==> config.mk <==
export PLATFORM = sky130hd
export DESIGN_NAME = imm_extend_pipe
export DESIGN_NICKNAME = d
export VERILOG_FILES = /design/src/rtl/ext_pkg.sv /design/src/rtl/imm_ext_core.sv /design/src/rtl/imm_extend_pipe.sv
export SDC_FILE = /design/constraint.sdc
export NUM_CORES = 1
export LEC_CHECK = 0
export CAP_MARGIN = 20
export CORE_MARGIN = 5
export CORE_UTILIZATION = 52
export DETAILED_ROUTE_END_ITERATION = 12
export GPL_ROUTABILITY_DRIVEN = 0
export HOLD_SLACK_MARGIN = 0.12
export PLACE_DENSITY_LB_ADDON = 0.08
export SYNTH_ARGS = -nofsm -noshare
export SYNTH_HDL_FRONTEND = slang
export SYNTH_SLANG_ARGS = --single-unit
==> constraint.sdc <==
create_clock -name clk -period 2.6 [get_ports clk]
set_input_delay 0.52 -clock clk [delete_from_list [all_inputs] [get_ports clk]]
set_output_delay 0.52 -clock clk [all_outputs]
set_load 0.02 [all_outputs]
==> src/rtl/ext_pkg.sv <==
// Shared definitions for immediate extension: mode encoding and its width.
package ext_pkg;

    localparam int EXT_MODE_W = 2;

    typedef logic [EXT_MODE_W-1:0] ext_mode_t;

    localparam ext_mode_t EXT_ZERO   = 2'b00;
    localparam ext_mode_t EXT_SIGN   = 2'b01;
    localparam ext_mode_t EXT_UPPER  = 2'b10;
    localparam ext_mode_t EXT_BRANCH = 2'b11;

endpackage

==> src/rtl/imm_ext_core.sv <==
// Combinational immediate extender: widens valin to size_out bits
// in zero, sign, upper-load or branch-offset form.
module imm_ext_core
    import ext_pkg::*;
#(
    parameter int size_in  = 16,
    parameter int size_out = 32,
    parameter int br_shift = 2
) (
    input  logic [size_in-1:0]  valin,
    input  ext_mode_t           mode,
    output logic [size_out-1:0] extended
);

    localparam int EXT_W = size_out - size_in;

    // Upper and branch forms must fit without losing any significant bits.
    if ((size_out < size_in + br_shift) || (size_out < 2 * size_in)) begin : g_param_check
        $error("imm_ext_core: size_out too small for size_in/br_shift");
    end

    logic [size_out-1:0] zeroExt;
    logic [size_out-1:0] signExt;

    assign zeroExt = {{EXT_W{1'b0}}, valin};
    assign signExt = {{EXT_W{valin[size_in-1]}}, valin};

    always_comb begin
        extended = zeroExt;
        case (mode)
            EXT_ZERO:   extended = zeroExt;
            EXT_SIGN:   extended = signExt;
            EXT_UPPER:  extended = zeroExt << size_in;
            EXT_BRANCH: extended = signExt << br_shift;
            default:    extended = zeroExt;
        endcase
    end

endmodule

==> src/rtl/imm_extend_pipe.sv <==
// Two-stage elastic immediate extender between decode and the ALU operand mux.
// S1 holds the raw immediate, S2 holds the extended result; both advance with valid/ready.
module imm_extend_pipe
    import ext_pkg::*;
#(
    parameter int size_in  = 16,
    parameter int size_out = 32,
    parameter int br_shift = 2
) (
    input  logic                clk,
    input  logic                rst,
    input  logic                in_valid,
    output logic                in_ready,
    input  logic [size_in-1:0]  valin,
    input  ext_mode_t           mode,
    output logic                out_valid,
    input  logic                out_ready,
    output logic [size_out-1:0] extended,
    output ext_mode_t           out_mode
);

    logic                s1Valid_q, s1Valid_d;
    logic [size_in-1:0]  s1Val_q,   s1Val_d;
    ext_mode_t           s1Mode_q,  s1Mode_d;
    logic                outValid_q, outValid_d;
    logic [size_out-1:0] ext_q,     ext_d;
    ext_mode_t           outMode_q, outMode_d;
    logic                s2Load;
    logic [size_out-1:0] coreExt;

    imm_ext_core #(
        .size_in  (size_in),
        .size_out (size_out),
        .br_shift (br_shift)
    ) u_core (
        .valin    (s1Val_q),
        .mode     (s1Mode_q),
        .extended (coreExt)
    );

    // A stage loads when it is empty or its current contents leave this cycle.
    always_comb begin
        s2Load     = s1Valid_q && (!outValid_q || out_ready);
        in_ready   = !s1Valid_q || s2Load;
        s1Valid_d  = s1Valid_q;
        s1Val_d    = s1Val_q;
        s1Mode_d   = s1Mode_q;
        outValid_d = outValid_q;
        ext_d      = ext_q;
        outMode_d  = outMode_q;
        if (in_ready) begin
            s1Valid_d = in_valid;
            if (in_valid) begin
                s1Val_d  = valin;
                s1Mode_d = mode;
            end
        end
        if (s2Load) begin
            outValid_d = 1'b1;
            ext_d      = coreExt;
            outMode_d  = s1Mode_q;
        end else if (out_ready) begin
            outValid_d = 1'b0;
        end
    end

    always_ff @(posedge clk) begin
        if (rst) begin
            s1Valid_q  <= 1'b0;
            s1Val_q    <= '0;
            s1Mode_q   <= EXT_ZERO;
            outValid_q <= 1'b0;
            ext_q      <= '0;
            outMode_q  <= EXT_ZERO;
        end else begin
            s1Valid_q  <= s1Valid_d;
            s1Val_q    <= s1Val_d;
            s1Mode_q   <= s1Mode_d;
            outValid_q <= outValid_d;
            ext_q      <= ext_d;
            outMode_q  <= outMode_d;
        end
    end

    assign out_valid = outValid_q;
    assign extended  = ext_q;
    assign out_mode  = outMode_q;

endmodule

==> results of run 1 <==
logic make-up after synthesis:
| kind of cell | after synthesis |
|---|---|
| AOI/OAI and AO/OA | 81 |
| buffers and inverters | 30 |
| DFF | 54 |
| muxes | 17 |
| and+or+nand+nor | 82 |
power groups by stage:
| stage | clock [uW] | sequential (uW) | combinational [uW] |
|---|---|---|---|
| after floorplan | 0 | 966 | 152 |
| after global placement | 0 | 945 | 292 |
| after detailed placement | 0 | 945 | 296 |
| after CTS | 564 | 927 | 296 |
| after global routing | 597 | 935 | 318 |
| final | 557 | 928 | 294 |
worst min-delay path by stage:
stage,endpoint,slack [ns],cells past startpoint
global route,out_mode[0],0.51,2
detailed placement,out_mode[0],0.47,2
global placement,out_mode[0],0.46,2
CTS,out_mode[0],0.49,2
floorplan,s1Val_q[4],0.46,2
finish,out_mode[0],0.49,2
metal layers:
| layer | GRT usage | share of wire | up-vias |
|---|---|---|---|
| li1 | - | - | 1019 |
| met1 | 0.265 | 0.49 | 939 |
| met2 | 0.269 | 0.44 | 51 |
| met3 | 0.0351 | 0.053 | 7 |
| met4 | 0.0515 | 0.011 | 0 |
| met5 | 0 | 0 | - |
sequential cells by signal (all words and copies together), names as in the netlist:
register and flops:
s1Val_q 16, s1Valid_q 1, out_valid 1, s1Mode_q 2, extended 32, out_mode 2
layout make-up:
type,count,area (um^2),area share
Multi-Input combinational cell,180,1090,0.366
Clock buffer,6,72.6,0.0243
Inverter,4,15.0,0.00503
Sequential cell,54,1080,0.362
Timing Repair Buffer,64,623,0.209
Clock inverter,2,37.5,0.0126
Tap cell,52,65.1,0.0218
stage by stage:
step / worst slack, ns / power, uW / util
floorplan: 1.17 / 1120 / -
global placement: 0.206 / 1240 / 0.656
detailed placement: 0.186 / 1240 / 0.656
CTS: 0.188 / 1790 / 0.682
global route: 0.145 / 1850 / 0.682
finish: 0.193 / 1780 / 0.682
layout by cell type, fill, tap and decap left out:
cell / count
clkbuf_8: 5
nor2b_1: 5
nor2b_4: 1
nand2_1: 49
dfxtp_1: 54
nand2b_1: 10
nand4b_1: 2
nor2b_2: 1
o21ai_0: 5
o31ai_2: 1
o2111ai_1: 3
a211oi_1: 19
clkinvlp_4: 1
o32ai_1: 1
clkbuf_1: 1
nor2_1: 1
nor2_2: 1
a221oi_1: 1
buf_4: 7
a211oi_4: 1
and2_1: 1
a21boi_2: 1
a21oi_1: 40
a311oi_1: 9
nand3_1: 11
inv_1: 3
bufinv_16: 1
mux2i_1: 17
clkinv_1: 1
clkdlybuf4s50_1: 57
worst reg2reg max path, stage by stage (launching register included):
cell      delay, ns
dfxtp_1        0.61
nor2b_2        0.55
nand2_1        0.14
a211oi_1       0.24
==> summary.md, run 1 <==
| Metric | Value |
|---|---|
| Run status | `completed` |
| F_max | `415 MHz` |
| Min cycle time layout | `2.41 ns` |
| Top cells by count, synth | `54 x dfxtp_1, 49 x nand2_1, 40 x a21oi_1` |
| Post_cts resized | `0` |
| Hold slack | `0.488 ns` |
| Final worst-path cycle share | `0.926` |
| Max stage delay on crit path | `0.54 ns` |
| CP Class | `in -> out` |
| Dpl cells | `354` |
| Simple-gate share of the synthesized area | `0.165` |
| Buf/Inv on CP | `2` |
| Number of setup buffers added after CTS | `0` |
| Initial Utilization | `0.537` |
| Main synth FF type | `dfxtp_1` |
| CP endpoint kind | `output pin` |
| Total CTS buffers | `5` |
| Largest area contributor in the netlist | `dfxtp_1` |
| Worst hold start | `out_mode[0]` |
| Largest family of logic cells by synthesized area | `compound AO/OA/AOI/OAI gates` |
| Post-Place Cell Area | `2880 um^2` |
| Reg-to-Reg End | `extended[26]` |
| CTS tree | `yes` |
| Gr ovfl total | `0` |
| Seq cells post-synth | `54` |
| H-tree depth | `2` |
| Top-count cell post-synth | `dfxtp_1` |
| Rows | `24` |
| Power Dens Cells | `595 nW/um^2` |
| Avg WL per Cell | `15.3 um` |
| R2R depth | `3` |
| Crit path max-delay family | `buffers and inverters` |
| Register area share after synthesis | `0.459` |
| Final setup violation count | `0` |
| Power Internal | `1310 uW` |
| Worst-path cell with the longest stage delay | `clkdlybuf4s50_1` |
| Clock Power Share | `0.313` |
| Antenna viol nets, final | `0` |
| Gr usage total | `0.181` |
| RSZ-0062 raised after global routing | `no` |
| Post-synthesis adder-cell area fraction | `0` |
| HP Class | `reg -> reg` |
| Compound-Gate Fraction of Synth Area | `0.227` |
| Peak VDD IR | `0.283 mV` |
| Initial antenna violation count | `0` |
| Largest net degree at the start of global routing | `38` |
| Final Cell Area | `2990 um^2` |
| Clock transition at path regs | `0.09 ns` |
| Clk buf depth | `2` |
| FILL cells | `389` |
| Final Max Slew Viols | `0` |
| DIE WIDTH | `77.3 um` |
| Post-synth EDFFs | `0` |
| Total routed wirelength | `5540 um` |
| 1st-pass router iterations | `4` |
| Die area | `5970 um^2` |
| Yosys warns | `0` |
| Syn Nets | `286` |
| Startpoint types | `input port` |
| Logic pwr share | `0.165` |
| Layout area overhead | `26.9%` |
| Vias per std cell | `5.57` |
| Net Sw Frac | `0.264` |
| Top post-synthesis cells by area | `dfxtp_1 46%, a21oi_1 8.5%, nand2_1 7.8%, mux2i_1 7.2%, a211oi_1 6.1%` |
| Initial drt markers | `201` |
| First-pass GRT wire length | `8910 um` |
| DP HPWL | `3730 um` |
| DRC viols | `0` |
| Cell Chain, Critical Path | `clkdlybuf4s50_1, nor2b_4, nand2_1, clkdlybuf4s50_1` |
| Crit-path max FO | `10` |
| Vias in the first global route | `1762` |
| Reg power frac | `0.522` |
| Crit path arrival time | `1.89 ns` |
| Sink Count | `54` |
| Setup slack, reg-to-reg | `1.00 ns` |
| Synth top area share | `0.459` |
| Psw | `470 uW` |
| Hold_buf cts | `0` |
| Sum Neg Setup Slack | `0 ns` |
| Worst setup path end | `in_ready` |
| Synthesized netlist cell count | `264` |
| Share of cells above drive strength 1 | `0.0645` |
| Core area | `4380 um^2` |
| Critical Path Most Common Cell | `clkdlybuf4s50_1` |
| Max-slew headroom | `0.573` |
| Post-synth design cell area | `2350 um^2` |
| Antenna diodes | `0` |
| DIE HEIGHT | `77.3 um` |
| Port Buf Inserts | `57` |
| DR vias | `2016` |
| CP required | `2.08 ns` |
| Slew @ Worst Pin | `0.639 ns` |
| Syn avg cell area | `8.92 um^2` |
| Async S/R FF share, synth | `0` |
| Ports | `58` |
| Final Hold Fails | `0` |
| Crit path launch | `out_ready` |
| Clk_lat worst skew | `0.31 ns` |
| Leakage power | `0.00104 uW` |
| Stages on worst setup path | `4` |
| Worst Skew | `0.0144 ns` |
| Mux cell area share after synthesis | `0.0723` |
| CTS root buf | `clkbuf_8` |
| Worst r2r src | `s1Mode_q[1]` |
| Layout net count | `331` |
| Xor and xnor area share after synthesis | `0` |
| Max Cap Violations | `0` |
| Netlist cell types | `29` |
| Layout Cells excl Fill | `362` |
Note: power is estimated with default switching activity, not from simulation.
==> inputs of run 2 (changes only) <==
- SLEW_MARGIN: not set -> 20
==> results of run 2 <==
No change in the layout: final DEF, timing and power equal those of run 1.
